File: config.mk
export PLATFORM = sky130hd
export DESIGN_NAME = r4_butterfly_stream
export DESIGN_NICKNAME = d
export VERILOG_FILES = /design/src/rtl/r4_butterfly_stream.sv
export SDC_FILE = /design/constraint.sdc
export NUM_CORES = 1
export LEC_CHECK = 0
export ABC_AREA = 1
export CORE_AREA = 2 2 127 178
export CTS_CLUSTER_DIAMETER = 50
export DETAILED_ROUTE_END_ITERATION = 10
export DIE_AREA = 0 0 129 180
export PLACE_DENSITY_LB_ADDON = 0.1
export SLEW_MARGIN = 20
export SYNTH_ARGS = -nofsm -noshare
export SYNTH_HDL_FRONTEND = slang
export SYNTH_SLANG_ARGS = --single-unit
export TNS_END_PERCENT = 5
File: constraint.sdc
create_clock -name wb_clk_i -period 5.6 [get_ports wb_clk_i]
set_input_delay 0.56 -clock wb_clk_i [delete_from_list [all_inputs] [get_ports wb_clk_i]]
set_output_delay 0.56 -clock wb_clk_i [all_outputs]
set_load 0.05 [all_outputs]
File: src/rtl/r4_butterfly_stream.sv
// Pipelined radix-4 DIT/DIF butterfly: one calc cycle, then X0..X3 streamed out with valid/ready.
// Define R4_BFLY_SCALE_EN to divide every result by 4 (arithmetic shift, rounds toward -inf).
`timescale 1ns/1ps
module r4_butterfly_stream #(
    parameter int W = 8
) (
    input  logic         wb_clk_i,
    input  logic         wb_rst_i,
    input  logic         in_valid,
    output logic         in_ready,
    input  logic         inv,
    input  logic [W-1:0] xr0,
    input  logic [W-1:0] xr1,
    input  logic [W-1:0] xr2,
    input  logic [W-1:0] xr3,
    input  logic [W-1:0] xi0,
    input  logic [W-1:0] xi1,
    input  logic [W-1:0] xi2,
    input  logic [W-1:0] xi3,
    output logic         out_valid,
    input  logic         out_ready,
    output logic [W+1:0] out_re,
    output logic [W+1:0] out_im,
    output logic [1:0]   out_idx,
    output logic         out_last,
    output logic         busy
);

    typedef enum logic [1:0] {IDLE, CALC, EMIT} state_t;

    state_t state, state_nxt;
    logic [1:0] idx;
    logic       inv_q;
    logic       accept;
    logic       out_fire;

    logic signed [W-1:0] in_re_q [4];
    logic signed [W-1:0] in_im_q [4];
    logic signed [W+1:0] ext_re  [4];
    logic signed [W+1:0] ext_im  [4];
    logic signed [W+1:0] res_re  [4];
    logic signed [W+1:0] res_im  [4];
    logic signed [W+1:0] bank_re [4];
    logic signed [W+1:0] bank_im [4];

    logic signed [W+1:0] s02_re, s02_im, d02_re, d02_im;
    logic signed [W+1:0] s13_re, s13_im, d13_re, d13_im;

    assign accept   = in_valid & in_ready;
    assign out_fire = out_valid & out_ready;

    function automatic logic signed [W+1:0] scale(input logic signed [W+1:0] v);
`ifdef R4_BFLY_SCALE_EN
        return v >>> 2;
`else
        return v;
`endif
    endfunction

    always_ff @(posedge wb_clk_i or posedge wb_rst_i) begin
        if (wb_rst_i) begin
            state <= IDLE;
        end else begin
            state <= state_nxt;
        end
    end

    // The idx==3 handshake doubles as the next acceptance slot, so back-to-back blocks skip IDLE.
    always_comb begin
        state_nxt = state;
        unique case (state)
            IDLE: if (accept) state_nxt = CALC;
            CALC: state_nxt = EMIT;
            EMIT: if (out_fire && idx == 2'd3) state_nxt = accept ? CALC : IDLE;
            default: state_nxt = IDLE;
        endcase
    end

    always_comb begin
        in_ready  = 1'b0;
        out_valid = 1'b0;
        out_re    = '0;
        out_im    = '0;
        out_idx   = '0;
        out_last  = 1'b0;
        busy      = 1'b0;
        unique case (state)
            IDLE: in_ready = !wb_rst_i;
            CALC: busy = 1'b1;
            EMIT: begin
                busy      = 1'b1;
                out_valid = 1'b1;
                out_re    = bank_re[idx];
                out_im    = bank_im[idx];
                out_idx   = idx;
                out_last  = (idx == 2'd3);
                in_ready  = !wb_rst_i && (idx == 2'd3) && out_ready;
            end
            default: ;
        endcase
    end

    // Multiplication by +-j is a real/imag swap with one negation, so everything reduces to
    // sums and differences of the a/c and b/d pairs.
    always_comb begin
        for (int n = 0; n < 4; n++) begin
            ext_re[n] = {{2{in_re_q[n][W-1]}}, in_re_q[n]};
            ext_im[n] = {{2{in_im_q[n][W-1]}}, in_im_q[n]};
        end
        s02_re = ext_re[0] + ext_re[2];
        s02_im = ext_im[0] + ext_im[2];
        d02_re = ext_re[0] - ext_re[2];
        d02_im = ext_im[0] - ext_im[2];
        s13_re = ext_re[1] + ext_re[3];
        s13_im = ext_im[1] + ext_im[3];
        d13_re = ext_re[1] - ext_re[3];
        d13_im = ext_im[1] - ext_im[3];

        res_re[0] = scale(s02_re + s13_re);
        res_im[0] = scale(s02_im + s13_im);
        res_re[2] = scale(s02_re - s13_re);
        res_im[2] = scale(s02_im - s13_im);
        if (!inv_q) begin
            res_re[1] = scale(d02_re + d13_im);
            res_im[1] = scale(d02_im - d13_re);
            res_re[3] = scale(d02_re - d13_im);
            res_im[3] = scale(d02_im + d13_re);
        end else begin
            res_re[1] = scale(d02_re - d13_im);
            res_im[1] = scale(d02_im + d13_re);
            res_re[3] = scale(d02_re + d13_im);
            res_im[3] = scale(d02_im - d13_re);
        end
    end

    always_ff @(posedge wb_clk_i or posedge wb_rst_i) begin
        if (wb_rst_i) begin
            inv_q <= 1'b0;
            idx   <= '0;
            for (int n = 0; n < 4; n++) begin
                in_re_q[n] <= '0;
                in_im_q[n] <= '0;
                bank_re[n] <= '0;
                bank_im[n] <= '0;
            end
        end else begin
            if (accept) begin
                inv_q      <= inv;
                in_re_q[0] <= xr0;
                in_re_q[1] <= xr1;
                in_re_q[2] <= xr2;
                in_re_q[3] <= xr3;
                in_im_q[0] <= xi0;
                in_im_q[1] <= xi1;
                in_im_q[2] <= xi2;
                in_im_q[3] <= xi3;
            end
            if (state == CALC) begin
                for (int n = 0; n < 4; n++) begin
                    bank_re[n] <= res_re[n];
                    bank_im[n] <= res_im[n];
                end
                idx <= '0;
            end else if (out_fire) begin
                idx <= idx + 2'd1;
            end
        end
    end

endmodule

# ---- Word-level counts from Yosys, hierarchy flattened
# Cells that the tools add are included.
dict set report totals {
  register_bits 149
  inputBits 69
  wordCells 76
}
dict set report op_classes {
  add_sub_neg 17
  n_lt_le_gt_ge 1
  eq_ne 5
  n_mux 23
  bitwise 3
  reduce_logical 8
}
# cell n
set op_table {}
lappend op_table {{$mux W10} 10}
lappend op_table {{$add A9 B9 Y10} 4}
lappend op_table {{$bmux W10 S2} 2}
lappend op_table {{$sub A9 B9 Y10} 4}
lappend op_table {{$add A8 B8 Y9} 4}
lappend op_table {{$sub A8 B8 Y9} 4}
lappend op_table {{$mux W2} 5}
lappend op_table {{$pmux W2 S3} 1}
lappend op_table {{$eq A2 B2 Y1 const B} 2}
lappend op_table {{$mux W1} 4}
lappend op_table {{$ne A2 B2 Y1 const B} 2}
lappend op_table {{$ge A3 B3 Y1 const B} 1}
lappend op_table {{$logic_and A1 B1 Y1} 3}
lappend op_table {{$not A2 Y3} 1}
lappend op_table {{$add A2 B1 Y2 const B} 1}
lappend op_table {{$and A1 B1 Y1} 2}
lappend op_table {{$eq A2 B1 Y1 const B} 1}
lappend op_table {{$logic_not A2 Y1} 1}
lappend op_table {{$pmux W1 S2} 1}
lappend op_table {{$reduce_and A2 Y1} 1}
lappend op_table {{$reduce_bool A2 Y1} 1}
lappend op_table {{$reduce_or A2 Y1} 1}
lappend op_table {{$logic_not A1 Y1} 1}

# ---- Depth between registers and ports, before layout
dict set report depth {
  word_depth 8
  ltp_mapped 23
  mapped_depth_nobuf 22
}

# ---- Least setup slack after synthesis
# No wires, ideal clock.
dict set report synth_timing {
  path_type {register to output}
  startpoint {register state[0]}
  endpoint {output out_im[7]}
  arrival_time_ps 2365
  required_time_ps 5040
  setup_slack_ps 2675
  path_stages_with_launch 7
  n_path_buf 2
  path_cell_list {dfrtp_1 -> inv_1 -> ha_1 -> buf_4 -> clkinv_1 -> clkbuf_1 -> a21oi_1}
}
dict set report synth_between {
  elab_chain_len 2
}
# item line
set synth_lines {}
lappend synth_lines {{start: declaration} 31} ;# state_t state, state_nxt;
lappend synth_lines {{start signal: assignment} 64} ;# state <= state_nxt;
lappend synth_lines {{$eq A2 B2 Y1} 87} ;# unique case (state)
lappend synth_lines {{$mux W10} 87}
lappend synth_lines {{end: declaration} 23} ;# output logic [W+1:0] out_im,
# Every way passes these cells.

# ---- Worst setup path after layout
dict set report layout_timing {
  startpoint {register idx[0]}
  endpoint {output out_re[7]}
}
dict set report layout_between {
  elab_chain_len 5
}
# item line
set layout_lines {}
lappend layout_lines {{start: declaration} 32} ;# logic [1:0] idx;
lappend layout_lines {{start signal: assignment} 165} ;# idx <= idx + 2'd1;
lappend layout_lines {{$not A2 Y3 (not written as such)} 93} ;# out_re = bank_re[idx];
lappend layout_lines {{$bmux W10 S2} 93}
lappend layout_lines {{$mux W10 (not written as such) (2 in a row)} 93}
lappend layout_lines {{$mux W10} 87}
lappend layout_lines {{end: declaration} 22} ;# output logic [W+1:0] out_re,
# Every way passes these cells. The select of a mux whose other input is x is not followed.

==> results.rst <==
.. list-table::
   :header-rows: 1

   * - Metric
     - Value
   * - Hold Crit Endpoint
     - bank_im[9]
   * - Number of violations of the max-capacitance limit
     - 0
   * - Ratio of routed vias to standard cells
     - 5.44
   * - Filler Cells Inserted
     - 1964
   * - Clock sink count
     - 145
   * - Run status
     - finished, final reports clean
   * - Instance area at placement
     - 13900 um2
   * - Source-to-sink clock delay at the later pin of the worst-skew pair
     - 0.44 ns
   * - Overall track demand over capacity in global routing
     - 0.297
   * - CTS clock-pin slew for the worst setup and hold paths
     - 0.06 ns
   * - Library cell with the highest instance count after synthesis
     - sky130_fd_sc_hd__nand2_1
   * - Count of buffering cells on the critical path with inverters included
     - 3
   * - Ys flop type
     - sky130_fd_sc_hd__dfrtp_1
   * - Post-detailed-route count of antenna-violating nets
     - 0
   * - Residual DRC count
     - 0
   * - Post-route cell area
     - 14500 um2
   * - Beginning of the worst hold path
     - bank_im[9]
   * - Data arrival, critical path
     - 3.32 ns
   * - Quantity of I/O buffers inserted on ports
     - 94
   * - Unrepaired setup endpoints after global routing
     - no
   * - Type of element capturing the critical path
     - output port
   * - Buffers inserted during post-CTS setup optimization
     - 0
   * - Portion of the post-synthesis area used by sequential elements
     - 0.280
   * - Required time of the critical path
     - 5.04 ns
   * - H-tree depth
     - 4
   * - Number of antenna violations at the first check in global routing
     - 0
   * - Synthesized flop and latch total
     - 145
   * - Number of global-route vias before repair
     - 11100
   * - I/O pin count
     - 95
   * - Transition time at the pin with the least slew margin
     - 1.02 ns
   * - Number of hold buffers added after cts
     - 0
   * - Path depth of the worst reg2reg path
     - 8
   * - Overall overflow remaining after global route
     - 0
   * - Average size of a mapped cell
     - 7.01 um2
   * - Floorplan die height
     - 180 um
   * - Final #Nets
     - 2112
   * - Post-route clock period utilization
     - 0.692
   * - Synthesized netlist net count
     - 2072
   * - Number of failing setup endpoints in the final timing report
     - 0
   * - Starting density of the core
     - 0.597
   * - Final period demand of the worst path
     - 3.88 ns
   * - Post-synth EDFFs
     - 0
   * - Crit path largest cell delay
     - 0.84 ns
   * - Resize count post-CTS
     - 0
   * - Number of cells on the worst hold path
     - 2
   * - Worst slew slack as a fraction of its limit
     - 0.317
   * - Die extent in x
     - 129 um
   * - Async SR Flop Fraction
     - 1.00
   * - Type of the tightest min-delay check
     - flip-flop to flip-flop
   * - Worst Skew
     - 0.0121 ns
   * - Ratio of cells with drive above 1 in the final layout
     - 0.0527
   * - Fraction of synthesized cell area taken by the top area cell type
     - 0.280
   * - Global-route wire length before repair
     - 55500 um
   * - First drt pass iteration count
     - 7
   * - Fin. max-slew vios
     - 0
   * - Timing-limited maximum frequency
     - 0.258 GHz
   * - Sequence of cells on the critical path
     - buf_4 > inv_1 > a21oi_1 > o21ai_0 > a21oi_1 > clkdlybuf4s50_1
   * - Type of element launching the critical path
     - flip-flop
   * - Total inserted antenna cells
     - 0
   * - Highest fanout seen on the critical path
     - 32
   * - Slack of the worst reg-to-reg path
     - 2.10 ns
   * - Maximum number of pins on one net before global-route repair
     - 105
   * - Commonest cells in the synthesized netlist
     - sky130_fd_sc_hd__nand2_1, sky130_fd_sc_hd__inv_1, sky130_fd_sc_hd__nand3_1
   * - Placement row count
     - 64
   * - Unique masters post-synth
     - 44
   * - GPL Wtd Cong
     - 0.970
   * - Post-synth top area cell
     - sky130_fd_sc_hd__dfrtp_1
   * - Post-Synthesis Cell Area
     - 12900 um2
   * - Gate count after technology mapping
     - 1846
   * - Starting DRT DRC Count
     - 874
   * - Slowest cell on the critical path
     - sky130_fd_sc_hd__clkdlybuf4s50_1
   * - Most used cell, CP
     - sky130_fd_sc_hd__a21oi_1
   * - Terminus of the critical flop-to-flop path
     - state[1]
   * - Worst setup path category
     - flip-flop to output port
   * - DP HPWL
     - 26200 um
   * - Die area
     - 23200 um2
   * - Maximum root-to-sink buffer count
     - 2
   * - Crit-path leading delay family
     - buffers and inverters
   * - Inserted Clock Buffers
     - 17
   * - Placeable core region
     - 21700 um2
   * - Synth area leaders
     - sky130_fd_sc_hd__dfrtp_1, sky130_fd_sc_hd__nand2_1, sky130_fd_sc_hd__ha_1
   * - Total wire length
     - 33500 um
   * - Area Overhead vs Synth
     - 11.7%
   * - Routed via count
     - 12000
   * - DR WL/cell
     - 15.2 um
   * - Startpoint of the worst register-to-register path
     - idx[1]
   * - Yosys warning count
     - 0
   * - Cell chosen for the clock root
     - sky130_fd_sc_hd__clkbuf_16
   * - Total Neg Setup Slack
     - 0 ns
   * - TritonCTS clock tree
     - built
   * - Final hold violations
     - 0
==> flip-flops by register name (all words and copies together), names as in the netlist <==
name,count
bank_im,38
bank_re,38
ext_im,32
ext_re,32
idx,2
state,2
inv_q,1
==> through the flow <==
step | cells | utilization | worst slack (ns) | hold slack, ns
final | 2195 | 0.666 | 1.72 | 0.479
after global placement | 2164 | 0.640 | 2.17 | 0.464
after floorplan | 1846 | - | 1.15 | 0.437
after detailed placement | 2164 | 0.640 | 2.15 | 0.461
after global routing | 2195 | 0.666 | 1.45 | 0.511
after CTS | 2195 | 0.666 | 1.76 | 0.478
==> routing by layer <==
metal | global-route usage | wire length (um) | vias up
li1 | - | - | 6020
met1 | 0.423 | 15600 | 5531
met2 | 0.465 | 15300 | 354
met3 | 0.0378 | 1560 | 46
met4 | 0.103 | 1010 | 0
met5 | 0 | 0 | -
==> placed cells by master, fill, tap and decap left out, types with 3 or more instances in the layout <==
cell type	count
sky130_fd_sc_hd__clkdlybuf4s50_1	94
sky130_fd_sc_hd__fa_1	16
sky130_fd_sc_hd__nand4_1	22
sky130_fd_sc_hd__xor2_1	42
sky130_fd_sc_hd__o21ai_1	4
sky130_fd_sc_hd__clkbuf_16	17
sky130_fd_sc_hd__dfrtp_1	145
sky130_fd_sc_hd__o211ai_1	10
sky130_fd_sc_hd__nand2b_1	4
sky130_fd_sc_hd__nand2_1	491
sky130_fd_sc_hd__nand3_1	184
sky130_fd_sc_hd__ha_1	140
sky130_fd_sc_hd__o22ai_1	4
sky130_fd_sc_hd__nor2_1	96
sky130_fd_sc_hd__inv_6	4
sky130_fd_sc_hd__nor3_1	10
sky130_fd_sc_hd__clkinv_2	5
sky130_fd_sc_hd__o21ai_0	108
sky130_fd_sc_hd__a31oi_1	12
sky130_fd_sc_hd__o21bai_1	14
sky130_fd_sc_hd__a221oi_1	5
sky130_fd_sc_hd__a21oi_1	110
sky130_fd_sc_hd__inv_1	260
sky130_fd_sc_hd__o21ai_2	36
sky130_fd_sc_hd__xnor2_1	3
sky130_fd_sc_hd__nand3b_1	8
sky130_fd_sc_hd__inv_2	3
sky130_fd_sc_hd__nand2_2	18
sky130_fd_sc_hd__o31a_1	3
sky130_fd_sc_hd__nor4_1	3
sky130_fd_sc_hd__buf_4	4
==> worst max path at each step <==
stage / startpoint / to / depth (start not counted)
CTS: idx[0] / out_re[7] / 6
global placement: ext_im[30] / bank_im[9] / 21
floorplan: wb_rst_i / bank_im[11] / 1
detailed placement: ext_im[30] / bank_im[9] / 21
finish: idx[0] / out_re[7] / 6
global route: idx[0] / out_re[7] / 6
==> tightest hold or removal path, cell delays in order (launching register included) <==
cell                      delay (ns)
sky130_fd_sc_hd__dfrtp_1        0.34
sky130_fd_sc_hd__nand2_1        0.05
sky130_fd_sc_hd__nand2_1        0.05
==> logic make-up (layout without fill, tap and decap cells) <==
kind of cell | count (synthesis) | count (layout) | share of synthesized area
AOI/OAI and AO/OA | 314 | 314 | 0.143
xor gates and xnor gates | 45 | 45 | 0.0304
DFF | 145 | 145 | 0.280
adders and majority gates | 157 | 157 | 0.161
buffers and inverters | 345 | 397 | 0.111
and+or+nand+nor | 840 | 840 | 0.274
==> area by class of cell <==
type                       instances  area [um2]  area share
clock buffer                      18         439      0.0304
tap                              297         372      0.0257
multi-input combinational       1356        7890       0.545
timing repair buffer              99         991      0.0685
sequential                       145        3630       0.251
inverter                         267        1010      0.0698
clock inverter                    13         136     0.00943
Power is left out: the tool's default activity adds up to more than one toggle a clock period on the data nets, which glitch-free logic cannot reach.
